===== src/rtl/riscv_mc_ctrl_pkg.sv =====
// rtl/riscv_mc_ctrl_pkg.sv - shared encodings for the multi-cycle RV32I control FSM
package riscv_mc_ctrl_pkg;

    typedef enum logic [3:0] {
        S_FETCH    = 4'd0,
        S_DECODE   = 4'd1,
        S_MEMADR   = 4'd2,
        S_MEMREAD  = 4'd3,
        S_MEMWB    = 4'd4,
        S_MEMWRITE = 4'd5,
        S_EXEC_R   = 4'd6,
        S_EXEC_I   = 4'd7,
        S_ALUWB    = 4'd8,
        S_JAL      = 4'd9,
        S_JALR     = 4'd10,
        S_JALR_WB  = 4'd11,
        S_BRANCH   = 4'd12,
        S_LUI      = 4'd13,
        S_AUIPC    = 4'd14
    } state_e;

    localparam logic [6:0] OPC_LOAD     = 7'b0000011;
    localparam logic [6:0] OPC_STORE    = 7'b0100011;
    localparam logic [6:0] OPC_OP       = 7'b0110011;
    localparam logic [6:0] OPC_OP_IMM   = 7'b0010011;
    localparam logic [6:0] OPC_JAL      = 7'b1101111;
    localparam logic [6:0] OPC_JALR     = 7'b1100111;
    localparam logic [6:0] OPC_BRANCH   = 7'b1100011;
    localparam logic [6:0] OPC_LUI      = 7'b0110111;
    localparam logic [6:0] OPC_AUIPC    = 7'b0010111;
    localparam logic [6:0] OPC_MISC_MEM = 7'b0001111;
    localparam logic [6:0] OPC_SYSTEM   = 7'b1110011;

    localparam logic [3:0] ALU_ADD  = 4'd0;
    localparam logic [3:0] ALU_SUB  = 4'd1;
    localparam logic [3:0] ALU_SLL  = 4'd2;
    localparam logic [3:0] ALU_SLT  = 4'd3;
    localparam logic [3:0] ALU_SLTU = 4'd4;
    localparam logic [3:0] ALU_XOR  = 4'd5;
    localparam logic [3:0] ALU_SRL  = 4'd6;
    localparam logic [3:0] ALU_SRA  = 4'd7;
    localparam logic [3:0] ALU_OR   = 4'd8;
    localparam logic [3:0] ALU_AND  = 4'd9;

    localparam logic [2:0] SRC_IMM_I = 3'd0;
    localparam logic [2:0] SRC_IMM_S = 3'd1;
    localparam logic [2:0] SRC_IMM_B = 3'd2;
    localparam logic [2:0] SRC_IMM_U = 3'd3;
    localparam logic [2:0] SRC_IMM_J = 3'd4;

    localparam logic [1:0] RES_ALUOUT    = 2'd0;
    localparam logic [1:0] RES_DATA      = 2'd1;
    localparam logic [1:0] RES_ALURESULT = 2'd2;

    localparam logic [1:0] SRCA_PC    = 2'd0;
    localparam logic [1:0] SRCA_OLDPC = 2'd1;
    localparam logic [1:0] SRCA_RD1   = 2'd2;
    localparam logic [1:0] SRCA_ZERO  = 2'd3;

    localparam logic [1:0] SRCB_RD2  = 2'd0;
    localparam logic [1:0] SRCB_IMM  = 2'd1;
    localparam logic [1:0] SRCB_FOUR = 2'd2;

    // Which flavour of ALU decode the current state asks for.
    typedef enum logic [1:0] {
        ALU_CLS_ADD = 2'd0,
        ALU_CLS_SUB = 2'd1,
        ALU_CLS_R   = 2'd2,
        ALU_CLS_I   = 2'd3
    } alu_cls_e;

    function automatic logic branch_taken(input logic [2:0] funct3, input logic zero,
                                          input logic lt, input logic ltu);
        case (funct3)
            3'b000:  return zero;
            3'b001:  return !zero;
            3'b100:  return lt;
            3'b101:  return !lt;
            3'b110:  return ltu;
            3'b111:  return !ltu;
            default: return 1'b0;
        endcase
    endfunction

endpackage


===== src/rtl/riscv_alu_dec.sv =====
// rtl/riscv_alu_dec.sv - maps state class and funct fields to the ALU operation code
module riscv_alu_dec
    import riscv_mc_ctrl_pkg::*;
(
    input  alu_cls_e   cls,
    input  logic [2:0] funct3,
    input  logic       funct7_5,
    output logic [3:0] alu_ctrl
);

    always_comb begin
        alu_ctrl = ALU_ADD;
        case (cls)
            ALU_CLS_ADD: alu_ctrl = ALU_ADD;
            ALU_CLS_SUB: alu_ctrl = ALU_SUB;
            default: begin
                case (funct3)
                    // Immediate forms have no SUBI, so funct7_5 only matters for R-type here.
                    3'b000:  alu_ctrl = (cls == ALU_CLS_R && funct7_5) ? ALU_SUB : ALU_ADD;
                    3'b001:  alu_ctrl = ALU_SLL;
                    3'b010:  alu_ctrl = ALU_SLT;
                    3'b011:  alu_ctrl = ALU_SLTU;
                    3'b100:  alu_ctrl = ALU_XOR;
                    3'b101:  alu_ctrl = funct7_5 ? ALU_SRA : ALU_SRL;
                    3'b110:  alu_ctrl = ALU_OR;
                    default: alu_ctrl = ALU_AND;
                endcase
            end
        endcase
    end

endmodule


===== src/rtl/riscv_mc_ctrl.sv =====
// rtl/riscv_mc_ctrl.sv - control FSM sequencing the shared multi-cycle RV32I datapath
module riscv_mc_ctrl
    import riscv_mc_ctrl_pkg::*;
(
    input  logic       i_clk,
    input  logic       i_rst,
    input  logic [6:0] i_opcode,
    input  logic [2:0] i_funct3,
    input  logic       i_funct7_5,
    input  logic       i_zero,
    input  logic       i_lt,
    input  logic       i_ltu,
    input  logic       i_mem_ready,
    output logic       o_pc_write,
    output logic       o_ir_write,
    output logic       o_adr_src,
    output logic       o_mem_write,
    output logic       o_reg_write,
    output logic [1:0] o_result_src,
    output logic [1:0] o_alu_src_a,
    output logic [1:0] o_alu_src_b,
    output logic [2:0] o_imm_src,
    output logic [3:0] o_alu_ctrl,
    output logic       o_illegal,
    output logic [3:0] o_state
);

    state_e   state_q;
    state_e   state_n;
    state_e   dec_state;
    alu_cls_e alu_cls;

    always_ff @(posedge i_clk) begin
        if (i_rst) state_q <= S_FETCH;
        else       state_q <= state_n;
    end

    // Outputs decode as FETCH while reset is held, so a pending memory access drops immediately.
    assign dec_state = i_rst ? S_FETCH : state_q;
    assign o_state   = state_q;

    always_comb begin
        state_n      = S_FETCH;
        o_pc_write   = 1'b0;
        o_ir_write   = 1'b0;
        o_adr_src    = 1'b0;
        o_mem_write  = 1'b0;
        o_reg_write  = 1'b0;
        o_result_src = RES_ALUOUT;
        o_alu_src_a  = SRCA_PC;
        o_alu_src_b  = SRCB_RD2;
        o_imm_src    = SRC_IMM_I;
        o_illegal    = 1'b0;
        alu_cls      = ALU_CLS_ADD;
        case (dec_state)
            S_FETCH: begin
                o_alu_src_a  = SRCA_PC;
                o_alu_src_b  = SRCB_FOUR;
                o_result_src = RES_ALURESULT;
                o_ir_write   = i_mem_ready;
                o_pc_write   = i_mem_ready;
                state_n      = i_mem_ready ? S_DECODE : S_FETCH;
            end
            S_DECODE: begin
                o_alu_src_a = SRCA_OLDPC;
                o_alu_src_b = SRCB_IMM;
                o_imm_src   = (i_opcode == OPC_BRANCH) ? SRC_IMM_B :
                              (i_opcode == OPC_JAL)    ? SRC_IMM_J : SRC_IMM_I;
                case (i_opcode)
                    OPC_LOAD, OPC_STORE:      state_n = S_MEMADR;
                    OPC_OP:                   state_n = S_EXEC_R;
                    OPC_OP_IMM:               state_n = S_EXEC_I;
                    OPC_JAL:                  state_n = S_JAL;
                    OPC_JALR:                 state_n = S_JALR;
                    OPC_BRANCH:               state_n = S_BRANCH;
                    OPC_LUI:                  state_n = S_LUI;
                    OPC_AUIPC:                state_n = S_AUIPC;
                    OPC_MISC_MEM, OPC_SYSTEM: state_n = S_FETCH;
                    default: begin
                        state_n   = S_FETCH;
                        o_illegal = 1'b1;
                    end
                endcase
            end
            S_MEMADR: begin
                o_alu_src_a = SRCA_RD1;
                o_alu_src_b = SRCB_IMM;
                o_imm_src   = (i_opcode == OPC_STORE) ? SRC_IMM_S : SRC_IMM_I;
                state_n     = (i_opcode == OPC_STORE) ? S_MEMWRITE : S_MEMREAD;
            end
            S_MEMREAD: begin
                o_adr_src    = 1'b1;
                o_result_src = RES_ALUOUT;
                state_n      = i_mem_ready ? S_MEMWB : S_MEMREAD;
            end
            S_MEMWB: begin
                o_result_src = RES_DATA;
                o_reg_write  = 1'b1;
            end
            S_MEMWRITE: begin
                o_adr_src    = 1'b1;
                o_result_src = RES_ALUOUT;
                o_mem_write  = 1'b1;
                state_n      = i_mem_ready ? S_FETCH : S_MEMWRITE;
            end
            S_EXEC_R: begin
                o_alu_src_a = SRCA_RD1;
                o_alu_src_b = SRCB_RD2;
                alu_cls     = ALU_CLS_R;
                state_n     = S_ALUWB;
            end
            S_EXEC_I: begin
                o_alu_src_a = SRCA_RD1;
                o_alu_src_b = SRCB_IMM;
                alu_cls     = ALU_CLS_I;
                state_n     = S_ALUWB;
            end
            S_ALUWB: begin
                o_result_src = RES_ALUOUT;
                o_reg_write  = 1'b1;
            end
            S_JAL: begin
                o_result_src = RES_ALUOUT;
                o_pc_write   = 1'b1;
                o_alu_src_a  = SRCA_OLDPC;
                o_alu_src_b  = SRCB_FOUR;
                state_n      = S_ALUWB;
            end
            S_JALR: begin
                o_alu_src_a  = SRCA_RD1;
                o_alu_src_b  = SRCB_IMM;
                o_result_src = RES_ALURESULT;
                o_pc_write   = 1'b1;
                state_n      = S_JALR_WB;
            end
            S_JALR_WB: begin
                o_alu_src_a  = SRCA_OLDPC;
                o_alu_src_b  = SRCB_FOUR;
                o_result_src = RES_ALURESULT;
                o_reg_write  = 1'b1;
            end
            S_BRANCH: begin
                o_alu_src_a  = SRCA_RD1;
                o_alu_src_b  = SRCB_RD2;
                o_result_src = RES_ALUOUT;
                alu_cls      = ALU_CLS_SUB;
                o_pc_write   = branch_taken(i_funct3, i_zero, i_lt, i_ltu);
            end
            S_LUI: begin
                o_alu_src_a = SRCA_ZERO;
                o_alu_src_b = SRCB_IMM;
                o_imm_src   = SRC_IMM_U;
                state_n     = S_ALUWB;
            end
            S_AUIPC: begin
                o_alu_src_a = SRCA_OLDPC;
                o_alu_src_b = SRCB_IMM;
                o_imm_src   = SRC_IMM_U;
                state_n     = S_ALUWB;
            end
            default: state_n = S_FETCH;
        endcase
        if (i_rst) begin
            o_pc_write  = 1'b0;
            o_ir_write  = 1'b0;
            o_mem_write = 1'b0;
            o_reg_write = 1'b0;
            o_illegal   = 1'b0;
        end
    end

    riscv_alu_dec u_alu_dec (
        .cls      (alu_cls),
        .funct3   (i_funct3),
        .funct7_5 (i_funct7_5),
        .alu_ctrl (o_alu_ctrl)
    );

endmodule


===== config.mk =====
export PLATFORM = sky130hd
export DESIGN_NAME = riscv_mc_ctrl
export DESIGN_NICKNAME = d
export VERILOG_FILES = /design/src/rtl/riscv_mc_ctrl_pkg.sv /design/src/rtl/riscv_alu_dec.sv /design/src/rtl/riscv_mc_ctrl.sv
export SDC_FILE = /design/constraint.sdc
export NUM_CORES = 1
export LEC_CHECK = 0
export CORE_MARGIN = 4
export CORE_UTILIZATION = 37
export DETAILED_ROUTE_END_ITERATION = 7
export PLACE_DENSITY_LB_ADDON = 0.12
export SYNTH_ARGS = -nofsm -noshare
export SYNTH_HDL_FRONTEND = slang
export SYNTH_SLANG_ARGS = --single-unit

===== constraint.sdc =====
create_clock -name i_clk -period 1.8 [get_ports i_clk]
set_input_delay 0.27 -clock i_clk [delete_from_list [all_inputs] [get_ports i_clk]]
set_output_delay 0.27 -clock i_clk [all_outputs]
set_load 0.005 [all_outputs]

==> reports/results.txt <==
clock skew = 0.00337 ns
FILL cells = 160
initial antenna violation count = 0
setup ws final = -0.107 ns
CP Data Required Time = 1.53 ns
FF-to-FF Start = o_state[3]
top cells by area, synth = dfxtp_1, nor2_1, a21oi_1
f_max = 525 MHz
top-count cell post-synth = nor2_1
DRC errors left = 0
Synth Warn # = 0
worst setup slack after placement = -0.774 ns
clk slew on worst S/H paths = 0.04 ns
most area-hungry cell type in the Yosys netlist = dfxtp_1
All-Layer GR Usage = 0.206
hpwl dp = 2340 um
routability cong. = 0.899
DR WL/cell = 15.0 um
Cell Rows = 17
slew margin rel. = 0.821
Overall Power = 0.000436 W
Critical Path AT = 1.64 ns
MaxCap Viol Count = 0
number of synthesized flops with an enable pin = 0
# setup viols final = 3
Main synth FF type = dfxtp_1
layout cells sized above 1 = 0.454
Final Max Slew Viols = 0
Post-Route WL = 3520 um
Post-Syn Area per Cell = 6.70 um2
diode count = 0
Seq cells post-synth = 4
Mapped Nets = 148
Num Clock Sinks = 4
Layout area overhead = 99.4%
H-tree depth = 1
first-pass GRT wire length = 5470 um
Seq/Total Area, Yosys = 0.0912
Largest register FFs = 4
R2R setup slack = -0.05 ns
Worst Setup SP = o_state[3]
Layout Cell Area excl Fill = 0.00175 mm2
worst skew pair latency = 0.24 ns
drt pass-1 iters = 4
CP Max Fanout = 3
Ports = 40
Max Root-Sink Buffers = 2
outcome = complete, but fails checks
total CTS buffers = 3
Critical Path End = o_imm_src[2]
initial drt markers = 46
routed via count = 1301
die area = 0.00322 mm2
Startpoint Class = register
Syn Std Cell Area = 878 um2
total core area = 0.00223 mm2
Multi-input gate area = 866 um2
Fin. Hold Viols = 0
worst slew pin tran = 0.268 ns
most frequent cells after synthesis = nor2_1, clkbuf_1, a21oi_1
met2 Use GR = 0.355
Area after DPL = 0.00153 mm2
Tcrit/Tclk final = 1.06
M1 GR Usage = 0.273
RSZ-0062 raised after global routing = true
Initial Utilization = 0.393
post-synthesis cell type count = 43
fraction of registers with async set/reset = 0
routing usage on met3 = 0.0276
DRT antenna net count = 0
Pwr Density = 249 mW/mm2
Cells after Synth = 131
CTS tree = built
die width = 56.7 um
post-synth top area share = 0.0912
Min Hold Slack = 0.372 ns
Max rail drop VDD = 275 uV
Final #Nets = 226
min Tclk post-route = 1.91 ns
critical path type = reg -> out
Worst setup EP type = primary output
Setup TNS Final = -0.177 ns
Hold Crit Class = in -> reg
GRT overflow = 0
GR peak layer = met2
Die Y = 56.7 um
Leak = 0.786 nW
Reg2Reg Depth = 6
Port Buffer Count = 39
FF-to-FF End = o_state[2]
DR vias/cell = 5.54
Register Area = 90.1 um2
root buffer cell = clkbuf_4
number of global-route vias before repair = 1202
largest net degree at the start of global routing = 19
failing checks = setup timing
==> area by class of cell <==
| class | count | area share |
|---|---|---|
| clock buffer | 3 | 0.0129 |
| inverter | 2 | 0.00429 |
| multi-input combinational | 111 | 0.494 |
| sequential | 4 | 0.0514 |
| tap | 28 | 0.0200 |
| timing repair buffer | 87 | 0.417 |
==> per-stage QoR <==
stage | utilization | std cells
CTS | 0.759 | 234
floorplan | - | 131
global route | 0.784 | 235
detailed placement | 0.685 | 222
finish | 0.784 | 235
global placement | 0.685 | 222
==> metal layers <==
metal,part of all wire,up-vias,wire (um)
met2,0.50,45,1760
met3,0.056,2,198
li1,-,643,-
met4,0.0034,0,12
met1,0.44,611,1550
met5,0,-,0
==> worst min-delay path by stage <==
stage	cells after the start	start	end	slack, ns
after floorplan	1	i_opcode[3]	o_state[1]	0.37
after global placement	4	o_state[0]	o_state[1]	0.75
after detailed placement	4	o_state[0]	o_state[1]	0.76
after CTS	3	i_opcode[3]	o_state[1]	0.52
after global routing	3	i_opcode[3]	o_state[1]	0.39
final	3	i_opcode[3]	o_state[1]	0.37
==> cell usage in the layout (no fill, tap or decap), types with 3 or more instances in the layout <==
cell,count
nand2_1,7
nand3b_1,5
nor2_1,11
a21oi_1,10
nor2b_4,4
o21ai_0,5
dlygate4sd2_1,16
o21a_1,5
buf_6,14
clkbuf_4,3
clkbuf_2,6
clkdlybuf4s50_1,7
xor2_1,3
nand2b_4,3
nand2b_1,3
buf_2,8
buf_4,32
mux2i_1,4
o32a_1,3
o31ai_1,3
==> cell families after synthesis <==
| logic type | synth area share |
|---|---|
| buffers and inverters | 0.0769 |
| AO/OA/AOI/OAI | 0.342 |
| XOR/XNOR | 0.0399 |
| multiplexers | 0.0584 |
| adder cells (fa/ha/maj) | 0.0114 |
| AND/OR/NAND/NOR | 0.380 |
| flip-flops | 0.0912 |
==> power by group <==
| group | switching, W | internal, W | total, W |
|---|---|---|---|
| Clock | 0.0000405 | 0.0000748 | 0.000115 |
| Combinational | 0.000102 | 0.000128 | 0.000230 |
| Sequential | 0.00000209 | 0.0000887 | 0.0000908 |
| Total | 0.000144 | 0.000292 | 0.000436 |
==> worst max-delay path: stages (launching register included) <==
cell and delay, ns:
dfxtp_2 0.33, or3b_4 0.39, or4_4 0.43, nor3_2 0.12, buf_2 0.13
==> what timing repair did <==
| item | 4_1_cts | 5_1_grt |
|---|---|---|
| gates cloned | 2 | 0 |
| pin swaps | 11 | 8 |
| resized for setup | 97 | 32 |
| endpoints found under the setup margin | 20 | 17 |
| setup buffers | 7 | 3 |
| hold buffers | 0 | 0 |
(Power assumes the default switching activity.)
